## src/rtl/rr_mux8.sv

```systemverilog
// rr_mux8: 8-channel round-robin 1-bit multiplexer with per-grant hold time.
module rr_mux8 #(
  parameter int unsigned HOLD = 1
) (
  input  logic       clk,
  input  logic       rst_n,
  input  logic [7:0] din,
  input  logic [7:0] req,
  input  logic       en,
  output logic       dout,
  output logic [2:0] sel,
  output logic       dout_vld,
  output logic [7:0] ack,
  output logic       busy
);

  localparam int unsigned NCH = 8;
  localparam int unsigned SW  = 3;
  localparam int unsigned CW  = 4;

  typedef enum logic {IDLE, GRANT} state_t;

  state_t         state, state_nxt;
  logic [SW-1:0]  ptr, ptr_nxt;
  logic [CW-1:0]  cnt, cnt_nxt;
  logic [SW-1:0]  sel_nxt;
  logic           dout_nxt;
  logic           vld_nxt;
  logic [NCH-1:0] ack_nxt;
  logic           busy_nxt;

  logic [SW-1:0]  scan_base_c;
  logic [SW-1:0]  pick_c;
  logic           pick_vld_c;
  logic           grant_end_c;
  logic           start_c;

  // Scan starts at ptr when idle, at sel+1 (the pointer being loaded) at grant end.
  assign scan_base_c = (state == GRANT) ? (sel + SW'(1)) : ptr;
  assign grant_end_c = (state == GRANT) && ((cnt == '0) || !req[sel]);
  assign start_c     = ((state == IDLE) || grant_end_c) && en && pick_vld_c;

  // Round-robin arbiter: first requesting channel at or after scan_base_c.
  always_comb begin
    logic [SW-1:0] idx;
    idx        = '0;
    pick_c     = '0;
    pick_vld_c = 1'b0;
    for (int i = NCH - 1; i >= 0; i--) begin
      idx = scan_base_c + SW'(i);
      if (req[idx]) begin
        pick_c     = idx;
        pick_vld_c = 1'b1;
      end
    end
  end

  // State register.
  always_ff @(posedge clk or negedge rst_n) begin
    if (!rst_n) state <= IDLE;
    else        state <= state_nxt;
  end

  // Next-state logic.
  always_comb begin
    state_nxt = state;
    case (state)
      IDLE:    if (en && pick_vld_c) state_nxt = GRANT;
      GRANT:   if (grant_end_c && !(en && pick_vld_c)) state_nxt = IDLE;
      default: state_nxt = IDLE;
    endcase
  end

  // Next values for pointer, hold counter and registered outputs.
  always_comb begin
    ptr_nxt  = ptr;
    cnt_nxt  = cnt;
    sel_nxt  = sel;
    dout_nxt = dout;
    vld_nxt  = dout_vld;
    ack_nxt  = ack;
    busy_nxt = (state_nxt == GRANT);
    if (grant_end_c) ptr_nxt = sel + SW'(1);
    if (start_c) begin
      sel_nxt  = pick_c;
      dout_nxt = din[pick_c];
      vld_nxt  = 1'b1;
      ack_nxt  = NCH'(1) << pick_c;
      cnt_nxt  = CW'(HOLD - 1);
    end else if (grant_end_c) begin
      vld_nxt = 1'b0;
      ack_nxt = '0;
    end else if (state == GRANT) begin
      dout_nxt = din[sel];
      if (cnt != '0) cnt_nxt = cnt - CW'(1);
    end
  end

  // Datapath and output registers.
  always_ff @(posedge clk or negedge rst_n) begin
    if (!rst_n) begin
      ptr      <= '0;
      cnt      <= '0;
      sel      <= '0;
      dout     <= 1'b0;
      dout_vld <= 1'b0;
      ack      <= '0;
      busy     <= 1'b0;
    end else begin
      ptr      <= ptr_nxt;
      cnt      <= cnt_nxt;
      sel      <= sel_nxt;
      dout     <= dout_nxt;
      dout_vld <= vld_nxt;
      ack      <= ack_nxt;
      busy     <= busy_nxt;
    end
  end

endmodule

```

## config.mk

```make
export PLATFORM = sky130hd
export DESIGN_NAME = rr_mux8
export DESIGN_NICKNAME = d
export VERILOG_FILES = /design/src/rtl/rr_mux8.sv
export SDC_FILE = /design/constraint.sdc
export NUM_CORES = 1
export LEC_CHECK = 0
export ABC_AREA = 1
export CORE_MARGIN = 5
export CORE_UTILIZATION = 64
export CTS_CLUSTER_DIAMETER = 30
export CTS_CLUSTER_SIZE = 40
export DETAILED_ROUTE_END_ITERATION = 6
export DONT_BUFFER_PORTS = 1
export PLACE_DENSITY_LB_ADDON = 0.05
export SETUP_SLACK_MARGIN = 0.5
export SLEW_MARGIN = 20
export SYNTH_ARGS = -nofsm -noshare
export SYNTH_HDL_FRONTEND = slang
export SYNTH_SLANG_ARGS = --single-unit
```

## constraint.sdc

```tcl
create_clock -name clk -period 4.26 [get_ports clk]
set_input_delay 0.639 -clock clk [delete_from_list [all_inputs] [get_ports clk]]
set_output_delay 0.639 -clock clk [all_outputs]
set_load 0.01 [all_outputs]
```

==> results.json, run 1 <==
{
  "crit_path_end": "dout$_DFFE_PN0P_",
  "drtPass1Iterations": 5,
  "drc": 0,
  "num_vias": 2059,
  "finalHoldViolCount": 0,
  "fraction_of_layout_instances_using_a_drive_strength_above_1_pct": 14.0,
  "synth_fp_nets": 339,
  "synth_top_area_cell": "sky130_fd_sc_hd__dfrtp_1",
  "post_drt_via_cell_ratio": 5.74,
  "worst_max_slew_margin_expressed_relative_to_the_limit_pct": 37.7,
  "min_period_ps": 3340,
  "cts.clk_slew.worst_paths_ps": 120,
  "worst_r2r_startpoint": "sel[0]$_DFFE_PN0P_",
  "grt_setup_unrepaired": "false",
  "synth_largest_type_area_fraction_pct": 26.2,
  "fillers": 284,
  "cts.hold.buffers_added": 0,
  "grtUsageTotal_pct": 26.5,
  "detail_route.wirelength_um": 5190,
  "ff2ff_setup_slack_ps": 920,
  "global_route_wire_length_before_repair_um": 9030,
  "floorplan.core_area_um2": 3030,
  "finish.net_count": 340,
  "vias_in_the_first_global_route": 1918,
  "ys_seq_area_share_pct": 26.2,
  "netlist-cell-type-count": 31,
  "required_ps": 4480,
  "gr-usage-met2_pct": 41.1,
  "drv_cap": 0,
  "htree_levels": 1,
  "status": "completed",
  "fmax_mhz": 299,
  "antenna_left": 0,
  "worst-r2r-cell-count": 20,
  "cts_buffers": 3,
  "met3_usage_pct": 7.14,
  "timing.setup.critical_path_class": "register to register",
  "antennaDiodeCount": 0,
  "worst_pin_slew_ps": 932,
  "mostFrequentLayoutCell": "sky130_fd_sc_hd__nand2_1",
  "area_growth_from_synthesis_to_layout_pct": 2.62,
  "postCtsResizedCells": 0,
  "crit_path_end_kind": "register",
  "globalRoute.totalOverflow": 0,
  "setup-tns-final_ps": 0,
  "grt_antenna_before_repair": 0,
  "netlist_top_cells_area": "sky130_fd_sc_hd__dfrtp_1, sky130_fd_sc_hd__nand2_1, sky130_fd_sc_hd__nand3_1",
  "min_period_over_period_pct": 78.4,
  "die_height_um": 66,
  "num_rows": 20,
  "clk_latency_ps": 310,
  "ys_seq_elements": 21,
  "dp_hpwl_um": 4180,
  "seq_area_um2": 526,
  "clockBufferDepth": 2,
  "grt.met1_usage_pct": 37.8,
  "area_enclosed_by_the_die_boundary_um2": 4360,
  "cts_tree": "built",
  "synthesis.area_per_instance_um2": 6.37,
  "hp-class": "register to register",
  "crit_arrival_ps": 3560,
  "ios": 33,
  "die_width_um": 66,
  "worst_setup_path_start_kind": "register",
  "synthCells": 315,
  "cell_at_the_root_of_the_clock_tree": "sky130_fd_sc_hd__clkbuf_4",
  "grt_most_used_layer": "met2",
  "worstSetupStartpoint": "sel[0]$_DFFE_PN0P_",
  "placement.io_buffers": 0,
  "multiInputGateArea_um2": 1300,
  "report.final.slew_viol_count": 0,
  "netlist_area_um2": 2010,
  "final-setup-viol-count": 0,
  "postCtsSetupBuffers": 0,
  "grt_max_degree": 22,
  "clock-sinks": 21,
  "critical_path.reg2reg.endpoint": "dout$_DFFE_PN0P_",
  "cp_max_fo": 20,
  "globalplace.congestion": 0.961,
  "drt_iter0_drc": 262,
  "layout_common_cells": "sky130_fd_sc_hd__nand2_1, sky130_fd_sc_hd__nand3_1, sky130_fd_sc_hd__inv_1",
  "avgRoutedWirePerCell_um": 14.5,
  "starting_density_pct": 66.3,
  "synth_warnings": 0,
  "setup_skew_ps": 3.74
}
[worst min path at each step]
| stage | start | end | slack [ps] | depth (start not counted) |
|---|---|---|---|---|
| detailed placement | rst_n | dout_vld$_DFFE_PN0P_ | 340 | 0 |
| global route | cnt[3]$_DFFE_PN0P_ | cnt[3]$_DFFE_PN0P_ | 540 | 1 |
| finish | cnt[3]$_DFFE_PN0P_ | cnt[3]$_DFFE_PN0P_ | 500 | 1 |
| floorplan | rst_n | ack[0]$_DFFE_PN0P_ | 340 | 0 |
| CTS | rst_n | dout_vld$_DFFE_PN0P_ | 1 | 0 |
| global placement | rst_n | dout_vld$_DFFE_PN0P_ | 340 | 0 |
[metal layers]
layer	vias to the layer above	part of all wire [%]
met5	-	0
met4	0	1.1
met3	8	11
met2	100	42
met1	925	46
li1	1026	-
[logic make-up (layout without fill, tap and decap cells)]
| kind of cell | Yosys count | after routing | share of synthesized area [%] |
|---|---|---|---|
| xor gates and xnor gates | 1 | 1 | 0.436 |
| AOI/OAI and AO/OA | 37 | 37 | 10.5 |
| muxes | 1 | 1 | 0.561 |
| and+or+nand+nor | 210 | 210 | 50.1 |
| adders and majority gates | 5 | 5 | 3.12 |
| buffers and inverters | 40 | 40 | 9.10 |
| DFF | 21 | 21 | 26.2 |
[cells in the mapped netlist]
master                     number
sky130_fd_sc_hd__nand2_2       16
sky130_fd_sc_hd__nand2_8        1
sky130_fd_sc_hd__or2_0          1
sky130_fd_sc_hd__o21ai_0       18
sky130_fd_sc_hd__o211ai_1       1
sky130_fd_sc_hd__inv_6          1
sky130_fd_sc_hd__buf_2          2
sky130_fd_sc_hd__o31ai_1        2
sky130_fd_sc_hd__nand3_1       51
sky130_fd_sc_hd__inv_1         28
sky130_fd_sc_hd__dfrtp_1       21
sky130_fd_sc_hd__nor3_1         1
sky130_fd_sc_hd__nand4_1        1
sky130_fd_sc_hd__clkbuf_1       1
sky130_fd_sc_hd__nor4_2         1
sky130_fd_sc_hd__o21ai_2        1
sky130_fd_sc_hd__inv_4          1
sky130_fd_sc_hd__nand2_4        5
sky130_fd_sc_hd__nand3_2        6
sky130_fd_sc_hd__inv_2          4
sky130_fd_sc_hd__xor2_1         1
sky130_fd_sc_hd__nor2_1        12
sky130_fd_sc_hd__mux2_2         1
sky130_fd_sc_hd__a32o_1         2
sky130_fd_sc_hd__nand2_1      112
sky130_fd_sc_hd__ha_1           5
sky130_fd_sc_hd__or2_1          1
sky130_fd_sc_hd__nor2_2         2
sky130_fd_sc_hd__o22ai_1        3
sky130_fd_sc_hd__buf_6          3
sky130_fd_sc_hd__a21oi_1       10
[cell type report]
type	count	share of cell area [%]
repair buffers	2	0.851
clock buffers	3	1.09
multi-input cells	254	63.1
well taps	44	2.67
clock inverters	1	0.243
inverters	34	6.56
flip-flops and latches	21	25.5
[sequential cells by signal, indices dropped and copies added (netlist names)]
register and count:
sel 3, dout 1, busy 1, ptr 3
cnt 4, ack 8, dout_vld 1
[through the flow]
| step | hold WS, ps | util (%) | area (um^2) | std cells | setup WS, ps |
|---|---|---|---|---|---|
| after floorplan | 343 | - | 2010 | 315 | 1530 |
| after global placement | 344 | 66.8 | 2020 | 354 | 1010 |
| after detailed placement | 344 | 66.8 | 2020 | 354 | 952 |
| after CTS | 1.23 | 67.7 | 2050 | 358 | 925 |
| after global routing | 541 | 68.0 | 2060 | 359 | 581 |
| final | 500 | 68.0 | 2060 | 359 | 921 |
[worst max-delay path: stages, from the launching register on]
cell and delay [ps]:
sky130_fd_sc_hd__dfrtp_1 380, sky130_fd_sc_hd__buf_4 200, sky130_fd_sc_hd__ha_1 320, sky130_fd_sc_hd__nand2_1 110, sky130_fd_sc_hd__nand2_4 110, sky130_fd_sc_hd__ha_1 370, sky130_fd_sc_hd__inv_1 110, sky130_fd_sc_hd__nand3_1 90
sky130_fd_sc_hd__nand2_1 100, sky130_fd_sc_hd__nand2_1 70, sky130_fd_sc_hd__nand2_1 90, sky130_fd_sc_hd__nor4_2 240, sky130_fd_sc_hd__nand4_1 160, sky130_fd_sc_hd__nand3_2 310, sky130_fd_sc_hd__inv_1 130, sky130_fd_sc_hd__nand2_1 140
sky130_fd_sc_hd__inv_1 80, sky130_fd_sc_hd__nand2_1 70, sky130_fd_sc_hd__nand3_1 70, sky130_fd_sc_hd__nand2_1 60, sky130_fd_sc_hd__inv_1 30
Power of run 1 is not shown: default switching activity piles up to over one toggle a cycle in this logic, so the estimate is an artifact.
==> run 2: changes to the inputs <==
--- a/config.mk
+++ b/config.mk
@@ -5,7 +5,7 @@
 export SDC_FILE = /design/constraint.sdc
 export NUM_CORES = 1
 export LEC_CHECK = 0
-export ABC_AREA = 1
+export ABC_AREA = 0
 export CORE_MARGIN = 5
 export CORE_UTILIZATION = 64
 export CTS_CLUSTER_DIAMETER = 30
==> constraint.sdc (replaced) <==
create_clock -name clk -period 3.48 [get_ports clk]
set_input_delay 0.522 -clock clk [delete_from_list [all_inputs] [get_ports clk]]
set_output_delay 0.522 -clock clk [all_outputs]
set_load 0.01 [all_outputs]
==> run 2 against run 1 <==
Net effect: the run now ends with setup timing left; design area grew 26%; global-route usage rose by 1.2 points; register-to-register slack lost 920 ps; synthesized cell count decreased by 30%; fmax fell by 4.1%; flip-flop and latch count unchanged; worst setup slack lost 920 ps; count of clock-buffer cells in the layout is 1 higher; area after synthesis is 3.9% higher; critical path depth is 6 lower; critical path type unchanged; critical endpoint unchanged.
==> results.json, run 2 <==
{
  "setup_skew_ps": 2.69,
  "avgRoutedWirePerCell_um": 21.3,
  "drv_cap": 0,
  "mostFrequentLayoutCell": "sky130_fd_sc_hd__nand2_1",
  "ys_seq_area_share_pct": 25.2,
  "crit_arrival_ps": 3660,
  "hp-class": "register to register",
  "final_worst_hold_slack_ps": 527,
  "grt_setup_unrepaired": "true",
  "drc": 0,
  "fraction_of_layout_instances_using_a_drive_strength_above_1_pct": 38.3,
  "yosys.area_share.simple_pct": 16.7,
  "clock-sinks": 21,
  "clk_latency_ps": 290,
  "placement.io_buffers": 0,
  "worstHoldStart": "cnt[0]$_DFFE_PN0P_",
  "cts_tree": "built",
  "synth_compound_area_share_pct": 15.5,
  "critical_path.reg2reg.endpoint": "dout$_DFFE_PN0P_",
  "min_period_ps": 3480,
  "dp_hpwl_um": 4220,
  "synth_top_area_cell": "sky130_fd_sc_hd__dfrtp_1",
  "synth_xor_area_share_pct": 3.90,
  "largest_register_ffs": 8,
  "ff2ff_setup_slack_ps": -0.2,
  "vias_in_the_first_global_route": 2012,
  "hold_depth": 1,
  "netlist_area_um2": 2090,
  "worst_setup_path_start_kind": "register",
  "starting_density_pct": 67.8,
  "cts_buffers": 3,
  "seq_area_um2": 529,
  "worst_r2r_startpoint": "sel[1]$_DFFE_PN0P_",
  "synthAdderAreaFrac_pct": 3.00,
  "synthesis.area_per_instance_um2": 9.52,
  "fillers": 171,
  "crit_path_end_kind": "register",
  "synth_top_cells_by_count": "sky130_fd_sc_hd__mux2i_1, sky130_fd_sc_hd__nand2_1, sky130_fd_sc_hd__dfrtp_1, sky130_fd_sc_hd__o21ai_0",
  "synth_warnings": 0,
  "asyncSetResetFlopFracSynth_pct": 100,
  "detail_route.wirelength_um": 6100,
  "path_cells": "ha_4 -> mux2_4 -> inv_8 -> ha_4 -> buf_6 -> mux2i_4 -> nand2_1 -> mux2_4 -> a21oi_2 -> o211ai_1 -> a22oi_2 -> mux4_2 -> mux2i_2 -> o21ai_1",
  "global_route_wire_length_before_repair_um": 9380,
  "placement.cell_area_um2": 2230,
  "violated_checks": "setup timing",
  "synth_fp_nets": 243,
  "die_height_um": 67.1,
  "drtPass1Iterations": 5,
  "flip_flop_cell_with_the_highest_count_after_synthesis": "sky130_fd_sc_hd__dfrtp_1",
  "grt_antenna_before_repair": 0,
  "dominant_combinational_cell_family_by_area_after_synthesis": "multiplexers",
  "hold_end": "cnt[0]$_DFFE_PN0P_",
  "multiInputGateArea_um2": 1680,
  "area_enclosed_by_the_die_boundary_um2": 4500,
  "post_drt_via_cell_ratio": 6.77,
  "htree_levels": 1,
  "clockBufferDepth": 2,
  "floorplan.core_area_um2": 3080,
  "report.final.slew_viol_count": 0,
  "min_period_over_period_pct": 100,
  "required_ps": 3660,
  "globalRoute.totalOverflow": 0,
  "registers.top_by_ff_count": "ack",
  "drt_iter0_drc": 263,
  "finalHoldViolCount": 0,
  "cell_at_the_root_of_the_clock_tree": "sky130_fd_sc_hd__clkbuf_4",
  "final-setup-viol-count": 1,
  "layout_common_cells": "sky130_fd_sc_hd__nand2_1, sky130_fd_sc_hd__buf_4, sky130_fd_sc_hd__dfrtp_1",
  "worst_max_slew_margin_expressed_relative_to_the_limit_pct": 40.1,
  "finish.net_count": 268,
  "globalplace.congestion": 1.01,
  "finish.instance_area_um2": 2590,
  "cts.clk_slew.worst_paths_ps": 110,
  "post-route-worst-setup-slack_ps": -0.185,
  "worst-r2r-cell-count": 14,
  "critPathMaxStageDelay_ps": 550,
  "cp_max_fo": 6,
  "synth_largest_type_area_fraction_pct": 25.2,
  "antennaDiodeCount": 0,
  "timing.critical_path.slowest_stage_cell": "sky130_fd_sc_hd__mux4_2",
  "ios": 33,
  "worst_pin_slew_ps": 896,
  "ys_seq_elements": 21,
  "antenna_left": 0,
  "netlist-cell-type-count": 51,
  "grt_max_degree": 22,
  "synthCells": 219,
  "grtUsageTotal_pct": 27.7,
  "fmax_mhz": 287,
  "num_rows": 20,
  "status": "finished, violations left",
  "muxShareOfSynthArea_pct": 31.0,
  "num_vias": 1944,
  "timing.setup.critical_path_class": "register to register",
  "netlist_top_cells_area": "sky130_fd_sc_hd__dfrtp_1, sky130_fd_sc_hd__mux2i_1, sky130_fd_sc_hd__mux4_2",
  "area_growth_from_synthesis_to_layout_pct": 24.1,
  "die_width_um": 67.1,
  "layout_top_registers": "ack: 8 flops, cnt: 4 flops",
  "synth-edff-count": 0
}
[run 2: changes by cell type in the layout (fill, tap and decap cells not counted), moves of 9 or more]
cell                      delta
sky130_fd_sc_hd__nand2_2    -15
sky130_fd_sc_hd__nand3_1    -49
sky130_fd_sc_hd__mux2i_1    +16
sky130_fd_sc_hd__nand2_1    -85
sky130_fd_sc_hd__inv_1      -22
sky130_fd_sc_hd__mux4_2      +9
sky130_fd_sc_hd__buf_4      +20
[run 2: repair_timing]
| action | 4_1_cts | 5_1_grt |
|---|---|---|
| resized for setup | 32 | 20 |
| pin swaps | 10 | 7 |
| hold buffers | 1 | 0 |
| setup buffers | 10 | 5 |
| endpoints found under the setup margin | 15 | 18 |
| endpoints found under the hold margin | 21 | 0 |
[run 2: layout make-up]
class                           count  area share [%]
Multi-Input combinational cell    179            65.0
Sequential cell                    21            20.4
Timing Repair Buffer               29            9.52
Tap cell                           44            2.13
Clock buffer                        4            1.01
Inverter                           10            1.93
[run 2: kinds of logic (layout without fill, tap and decap cells)]
| logic type | Yosys count | after routing |
|---|---|---|
| compound gates | 51 | 51 |
| xor+xnor | 6 | 6 |
| fa+ha+maj | 5 | 5 |
| buf+inv | 19 | 43 |
| flops | 21 | 21 |
| mux | 49 | 49 |
| simple gates | 68 | 68 |
[run 2: stage by stage]
stage | setup TNS [ps] | utilization, % | setup slack [ps] | std cells
6_report | -0.185 | 84.1 | -0.185 | 287
2_1_floorplan | 0 | - | 86.2 | 219
3_3_place_gp | 0 | 72.6 | 168 | 267
5_1_grt | -165 | 84.1 | -165 | 287
3_5_place_dp | 0 | 72.6 | 23.5 | 267
4_1_cts | 0 | 79.7 | 113 | 282
[run 2: critical path: cells and delay by family (launching register included)]
family                   cells  cell delay, ps
buffers and inverters        2             180
AND/OR/NAND/NOR              1              90
adder cells (fa/ha/maj)      2             600
flip-flops                   1             450
multiplexers                 5            1440
AO/OA/AOI/OAI                4             600
[run 2: worst max path at each step]
stage | to | startpoint | slack (ps)
global placement | dout$_DFFE_PN0P_ | busy$_DFF_PN0_ | 170
floorplan | dout$_DFFE_PN0P_ | sel[0]$_DFFE_PN0P_ | 90
global route | dout$_DFFE_PN0P_ | sel[1]$_DFFE_PN0P_ | -160
detailed placement | dout$_DFFE_PN0P_ | sel[0]$_DFFE_PN0P_ | 20
CTS | dout$_DFFE_PN0P_ | sel[1]$_DFFE_PN0P_ | 110
finish | dout$_DFFE_PN0P_ | sel[1]$_DFFE_PN0P_ | -0.2
[run 2: per-layer routing]
metal,vias to the layer above,part of all wire [%],global-route usage (%)
li1,856,-,-
met1,923,34,28.4
met2,133,51,50.1
met3,32,9.9,7.93
met4,0,4.8,14.2
met5,-,0,0
Power of run 2 is left out for the same reason.
